--- config.mk ---
export PLATFORM = sky130hd
export DESIGN_NAME = truth_table_sweeper
export DESIGN_NICKNAME = d
export VERILOG_FILES = /design/src/rtl/truth_table_sweeper.sv
export SDC_FILE = /design/constraint.sdc
export NUM_CORES = 1
export LEC_CHECK = 0
export CAP_MARGIN = 0
export CORE_MARGIN = 2
export CORE_UTILIZATION = 29
export DETAILED_ROUTE_END_ITERATION = 10
export DONT_BUFFER_PORTS = 1
export SYNTH_ARGS = -nofsm -noshare
export SYNTH_HDL_FRONTEND = slang
export SYNTH_SLANG_ARGS = --single-unit
--- constraint.sdc ---
create_clock -name clk -period 3.14 [get_ports clk]
set_input_delay 0.157 -clock clk [delete_from_list [all_inputs] [get_ports clk]]
set_output_delay 0.157 -clock clk [all_outputs]
set_load 0.05 [all_outputs]
--- src/rtl/truth_table_sweeper.sv ---
// Exhaustive sweeper: walks all 2**N_IN input vectors of a combinational block, captures f after
// a settle time, and checks the captured truth table against a golden signature latched at start.
module truth_table_sweeper #(
    parameter int N_IN       = 5,
    parameter int SETTLE_CYC = 1
) (
    input  logic                 clk,
    input  logic                 rst,
    input  logic                 start,
    input  logic [2**N_IN-1:0]   expected,
    input  logic                 f_in,
    output logic [N_IN-1:0]      vec_out,
    output logic                 busy,
    output logic                 done,
    output logic [2**N_IN-1:0]   table_out,
    output logic                 pass,
    output logic [N_IN:0]        mismatch_cnt,
    output logic [N_IN-1:0]      first_fail
);

    localparam int              TBL_W     = 2**N_IN;
    localparam logic [7:0]      SETTLE_LD = 8'(SETTLE_CYC);
    localparam logic [N_IN-1:0] LAST_IDX  = {N_IN{1'b1}};
    localparam logic [N_IN-1:0] IDX_ONE   = {{(N_IN-1){1'b0}}, 1'b1};
    localparam logic [N_IN:0]   CNT_ONE   = {{N_IN{1'b0}}, 1'b1};

    typedef enum logic [1:0] {IDLE, SETTLE, SAMPLE, DONE} state_t;

    state_t             state_q, state_d;
    logic [N_IN-1:0]    idx_q, idx_d;
    logic [7:0]         cnt_q, cnt_d;
    logic [TBL_W-1:0]   exp_q, exp_d;
    logic [TBL_W-1:0]   tbl_q, tbl_d;
    logic [N_IN:0]      mis_q, mis_d;
    logic [N_IN-1:0]    ff_q, ff_d;
    logic               busy_q, busy_d;
    logic               done_q, done_d;
    logic               pass_q, pass_d;

    always_comb begin
        state_d = state_q;
        idx_d   = idx_q;
        cnt_d   = cnt_q;
        exp_d   = exp_q;
        tbl_d   = tbl_q;
        mis_d   = mis_q;
        ff_d    = ff_q;
        busy_d  = busy_q;
        done_d  = 1'b0;
        pass_d  = pass_q;
        case (state_q)
            IDLE: begin
                if (start) begin
                    exp_d   = expected;
                    idx_d   = '0;
                    tbl_d   = '0;
                    mis_d   = '0;
                    ff_d    = '0;
                    pass_d  = 1'b0;
                    cnt_d   = SETTLE_LD;
                    busy_d  = 1'b1;
                    state_d = SETTLE;
                end
            end
            SETTLE: begin
                if (cnt_q <= 8'd1) begin
                    cnt_d   = '0;
                    state_d = SAMPLE;
                end else begin
                    cnt_d = cnt_q - 8'd1;
                end
            end
            SAMPLE: begin
                tbl_d[idx_q] = f_in;
                if (f_in != exp_q[idx_q]) begin
                    mis_d = mis_q + CNT_ONE;
                    if (mis_q == '0) ff_d = idx_q;
                end
                // Terminal index ends the sweep; pass must see the final sample's count.
                if (idx_q == LAST_IDX) begin
                    busy_d  = 1'b0;
                    done_d  = 1'b1;
                    pass_d  = (mis_d == '0);
                    state_d = DONE;
                end else begin
                    idx_d   = idx_q + IDX_ONE;
                    cnt_d   = SETTLE_LD;
                    state_d = SETTLE;
                end
            end
            DONE: begin
                state_d = IDLE;
            end
            default: state_d = IDLE;
        endcase
    end

    always_ff @(posedge clk) begin
        if (rst) begin
            state_q <= IDLE;
            idx_q   <= '0;
            cnt_q   <= '0;
            tbl_q   <= '0;
            mis_q   <= '0;
            ff_q    <= '0;
            busy_q  <= 1'b0;
            done_q  <= 1'b0;
            pass_q  <= 1'b0;
        end else begin
            state_q <= state_d;
            idx_q   <= idx_d;
            cnt_q   <= cnt_d;
            tbl_q   <= tbl_d;
            mis_q   <= mis_d;
            ff_q    <= ff_d;
            busy_q  <= busy_d;
            done_q  <= done_d;
            pass_q  <= pass_d;
        end
    end

    // Golden signature only matters once a sweep has been accepted.
    always_ff @(posedge clk) begin
        exp_q <= exp_d;
    end

    assign vec_out      = idx_q;
    assign busy         = busy_q;
    assign done         = done_q;
    assign table_out    = tbl_q;
    assign pass         = pass_q;
    assign mismatch_cnt = mis_q;
    assign first_fail   = ff_q;

endmodule

==> results of run 1 <==
[through the flow]
| stage | total power [µW] | instances | worst slack (ns) |
|---|---|---|---|
| after floorplan | 2190 | 441 | 0.418 |
| after global placement | 2320 | 604 | 0.440 |
| after global routing | 3680 | 654 | 0.115 |
| after detailed placement | 2350 | 604 | 0.343 |
| after CTS | 3500 | 654 | 0.334 |
| final | 3460 | 654 | 0.328 |
[repair_timing]
action | 4_1_cts | 5_1_grt
endpoints found under the hold margin | 85 | 0
hold buffers | 34 | 0
endpoints found under the setup margin | 0 | 0
[layout make-up]
type / instances / area [µm²]
clock buffers: 9 / 225
clock inverters: 7 / 78.8
fillers: 1430 / 9370
inverters: 12 / 45.0
multi-input cells: 303 / 1900
flip-flops and latches: 93 / 2180
well taps: 184 / 230
repair buffers: 46 / 440
[sequential cells by signal, summed over array words and instances, names as in the netlist]
register / flops
mismatch_cnt: 6
busy: 1
state_q: 2
pass: 1
first_fail: 5
vec_out: 5
done: 1
exp_q: 32
cnt_q: 8
table_out: 32
[per-layer routing]
layer	track usage	vias to the layer above
met4	0.0405	0
met1	0.172	1674
met3	0.0527	10
li1	-	1692
met2	0.238	125
met5	0	-
[report_power, final]
| part | internal (µW) | leakage [µW] | switching [µW] |
|---|---|---|---|
| registers | 1440 | 0.000800 | 140 |
| logic | 300 | 0.000692 | 493 |
| clock network | 572 | 0.000151 | 516 |
[cell usage in the layout, fill, tap and decap left out, types with 2 or more instances in the layout]
cell,instances
a21o_1,2
a21oi_1,50
a22o_2,2
a22oi_1,2
a31oi_1,3
and2_1,5
and3_1,2
buf_4,12
clkbuf_16,9
dfxtp_1,60
dlygate4sd3_1,33
edfxtp_1,32
ha_1,9
inv_1,12
inv_6,2
inv_8,4
mux2i_1,17
nand2_1,18
nand2b_1,4
nand3_1,45
nand3b_1,6
nand4_1,4
nor2_1,27
nor3_1,16
nor4_1,3
o211ai_1,37
o21ai_0,5
o221ai_1,8
or2_2,2
or3_1,7
or3b_2,5
or4_1,5
xnor2_1,4
xor2_1,3
[logic make-up (layout without fill, tap and decap cells)]
logic type,after synthesis,in the layout,synth area share
multiplexers,17,17,0.0397
flip-flops,93,93,0.509
adder cells (fa/ha/maj),9,9,0.0263
buffers and inverters,45,74,0.0478
AND/OR/NAND/NOR,151,151,0.183
XOR/XNOR,7,7,0.0143
AO/OA/AOI/OAI,119,119,0.180
[worst min path at each step]
stage | slack [ns] | end | from
floorplan | 0.26 | exp_q[0]$_DFFE_PP_ | expected[0]
global placement | 0.24 | mismatch_cnt[2]$_SDFFE_PP0P_ | rst
detailed placement | 0.24 | vec_out[0]$_SDFFE_PP0P_ | rst
CTS | 0.06 | mismatch_cnt[5]$_SDFFE_PP0P_ | rst
global route | 0.09 | mismatch_cnt[5]$_SDFFE_PP0P_ | rst
finish | 0.08 | mismatch_cnt[5]$_SDFFE_PP0P_ | rst
==> flow_summary.toml, run 1 <==
[outcome]
status = "finished clean"

[worst_setup_path]
crit_chain = "buf_4 -> or3b_2 -> o221ai_1 -> a22o_2 -> or3_1 -> nand2_1 -> or4_1 -> o311ai_0"
max_stage_delay_ns = 0.53
crit_family = "simple AND/OR/NAND/NOR gates"
cp-end-kind = "flop"
cp-startpoint = "vec_out[1]$_SDFFE_PP0P_"
worstSetupPathDepth = 8
rr_worst_depth = 8
crit_slowest_cell = "or4_1"
critical_path_buf_inv_count = 1
criticalPathCategory = "flop to flop"
critPathMaxFanout = 15
reg2reg_from = "vec_out[1]$_SDFFE_PP0P_"
cp.arrival_ns = 3.04
cp-endpoint = "mismatch_cnt[5]$_SDFFE_PP0P_"
cp.required_ns = 3.37
timing.rr.end = "mismatch_cnt[5]$_SDFFE_PP0P_"
start_kind = "flop"
rrSetupSlack_ns = 0.33

[yosys]
synth_area_leaders = "dfxtp_1 (28%), edfxtp_1 (22%), o211ai_1 (6.5%)"
syn_area_um2 = 4290
synth_top_area_cell = "dfxtp_1"
ys_warn_count = 0
syn_inst = 441
synth-main-ff-cell = "dfxtp_1"
synth_enable_flop_cells = 32
avgSynthCellArea_um2 = 9.73
synth_most_common_cell = "dfxtp_1"
synth_cell_types = 46
synth_top_area_share = 0.285
synthTopCellsByCount = "dfxtp_1 (61), a21oi_1 (50), nand3_1 (45)"
syn_nets = 486
ys_ff_latch = 93
async_flop_share = 0
yosysSeqAreaShare = 0.509

[grt]
grt_max_degree = 55
grt_pass1_vias = 3451
grt_pass1_wl_um = 18000
antenna_found_initial = 0
grt.total_usage = 0.142
grt_overflow = 0

[power_and_ir_drop]
leakage_uw = 0.00164
power_density_nw_per_um2 = 678
peakVddDrop_mv = 0.311

[sta]
tns_ns = 0
period_minus_slack_ns = 2.81
hold_violations = 0
maxSlewHeadroom = 0.247
finalSetupViolCount = 0
maxSlewViolCount = 0
tightest_slew_ns = 1.13
grt_setup_unrepaired = "no"
finalClockSkew_ns = 0.00503
finalCritPeriodShare = 0.896
fmax_mhz = 356
hold_ws_ns = 0.0834

[finish]
stdcell_area_um2 = 5100
antenna_cells = 0
drive_gt1_frac = 0.0851
area_growth_pct = 19.0
fin_util = 0.353
num-nets-final = 510

[routing]
drcViolationCount = 0
drt.antenna.violating_nets = 0
drtIter0Drc = 251
routedWlPerCell_um = 17.1
via_per_inst = 5.35
routed-wl-met3_um = 907
wl_met2_um = 5440
routed_wl_um = 11200
top_layer = "met4"
vias = 3501
dr.pass1.iters = 5
met1_length_um = 4710

[clock_tree]
tritoncts = "yes"
clk_latency_ns = 0.34
root_buffer = "clkbuf_16"
cts-htree-levels = 3
clockBufferDepth = 2
numCtsBuffers = 9
cts_setup_buffers = 0
cts_resized = 0
cts.clk_slew.worst_paths_ns = 0.07
cts_sinks = 93

[floorplanning]
die_y_um = 126
die_area_um2 = 15800
initial_core_util = 0.296
io_pins = 87
core_area_um2 = 14500
rows = 44
die_w_um = 126

[flow_run]
maxCapViolCount = 0

[placement]
placed_area_um2 = 4450
detailedPlacementHpwl_um = 7660
gp_congestion = 0.763
portBuffers = 0

[hold_path]
hp-class = "input pin to flop"
hold-path-cell-count = 2
Power figures use the tool's default switching activity.
==> inputs of run 2 (changes only) <==
==> constraint.sdc (replaced) <==
create_clock -name clk -period 3.6 [get_ports clk]
set_input_delay 0.18 -clock clk [delete_from_list [all_inputs] [get_ports clk]]
set_output_delay 0.18 -clock clk [all_outputs]
set_load 0.05 [all_outputs]
==> flow_summary.toml, run 2 (synthesis results as in run 1) <==
[sta]
hold_ws_ns = 0.0221
grt_setup_unrepaired = "no"
fin_ws_ns = 0.546
fmax_mhz = 327
finalSetupViolCount = 0
tightest_slew_ns = 1.13
finalClockSkew_ns = 0.00891
maxSlewViolCount = 0
finalCritPeriodShare = 0.848
maxSlewHeadroom = 0.247
tns_ns = 0
period_minus_slack_ns = 3.05
hold_violations = 0

[flow_run]
maxCapViolCount = 0

[worst_setup_path]
cp.required_ns = 3.88
rrSetupSlack_ns = 0.55
critical_path_buf_inv_count = 0
crit_slowest_cell = "dfxtp_2"
critPathMaxFanout = 24
cp-startpoint = "vec_out[0]$_SDFFE_PP0P_"
reg2reg_from = "vec_out[0]$_SDFFE_PP0P_"
max_stage_delay_ns = 0.90
criticalPathCategory = "flop to flop"
crit_family = "compound AO/OA/AOI/OAI gates"
crit_chain = "mux2i_1 -> o221ai_1 -> a22o_2 -> o21a_1 -> nor4_1 -> o211ai_1 -> a21oi_1"
start_kind = "flop"
cp-end-kind = "flop"
cp.arrival_ns = 3.33

[grt]
grt_overflow = 0
grt_pass1_wl_um = 18500
antenna_found_initial = 0
grt_max_degree = 54
grt_pass1_vias = 3429
grt.total_usage = 0.148

[power_and_ir_drop]
peakVddDrop_mv = 0.382
power_density_nw_per_um2 = 587
fin_total_pwr_uw = 2970
leakage_uw = 0.00161

[clock_tree]
numCtsBuffers = 9
cts-htree-levels = 3
cts_resized = 0
hold_buffers = 35
clk_latency_ns = 0.35
cts.clk_slew.worst_paths_ns = 0.07
clockBufferDepth = 2
root_buffer = "clkbuf_16"
cts_sinks = 93
cts_setup_buffers = 0
tritoncts = "yes"

[floorplanning]
initial_core_util = 0.296
die_area_um2 = 15800
rows = 44
io_pins = 87
core_area_um2 = 14500
die_w_um = 126
die_y_um = 126

[placement]
gp_congestion = 0.782
detailedPlacementHpwl_um = 7690
portBuffers = 0
placed_area_um2 = 4420
dp_slack_ns = 0.564

[routing]
dr.pass1.iters = 4
drcViolationCount = 0
via_per_inst = 5.43
vias = 3533
drtIter0Drc = 245
drt.antenna.violating_nets = 0
routed_wl_um = 11700
routedWlPerCell_um = 18.0

[finish]
stdcell_area_um2 = 5050
final_cell_mix = "dfxtp_1 (60), a21oi_1 (50), nand3_1 (45)"
multiInputGateArea_um2 = 1900
drive_gt1_frac = 0.0749
area_growth_pct = 17.9
n_fill_cell = 1445
mostFrequentLayoutCell = "dfxtp_1"
regArea_um2 = 2180
num-nets-final = 507
antenna_cells = 0

[hold_path]
holdCritStartpoint = "rst"
hp-class = "input pin to flop"

[outcome]
status = "finished clean"
-- run 2: layer usage --
layer  GRT usage  wire (µm)  up-vias
met3      0.0633       1090       13
li1            -          -     1688
met2       0.240       5650      129
met1       0.177       4790     1703
met4      0.0542        195        0
met5           0          0        -
-- run 2: report_power, final --
part | internal [µW] | switching, µW | total, µW
Clock | 473 | 415 | 888
Sequential | 1260 | 134 | 1390
Combinational | 256 | 429 | 685
Total | 1990 | 978 | 2970
-- run 2: worst paths after layout --
path,to,cells after the start
worst max-delay path,first_fail[2]$_SDFFE_PP0P_,7
worst min-delay path,pass$_SDFFE_PP0P_,2
worst max register to register,first_fail[2]$_SDFFE_PP0P_,7
worst min register to register,cnt_q[1]$_SDFFE_PP0P_,2
-- run 2: area by class of cell --
class,count,area share
flip-flops and latches,93,0.432
multi-input cells,303,0.376
repair buffers,43,0.0832
well taps,184,0.0455
clock buffers,10,0.0453
clock inverters,6,0.00891
inverters,12,0.00891
-- run 2: per-stage QoR --
step,cells,utilization
3_3_place_gp,600,0.305
3_5_place_dp,600,0.305
5_1_grt,651,0.349
2_1_floorplan,441,-
4_1_cts,651,0.349
6_report,651,0.349
-- run 2: worst register-to-register path, cell delays in order, from the launching register on --
cell and delay, ns:
dfxtp_2 0.90, mux2i_1 0.35, o221ai_1 0.16, a22o_2 0.32, o21a_1 0.24, nor4_1 0.66
o211ai_1 0.17, a21oi_1 0.18
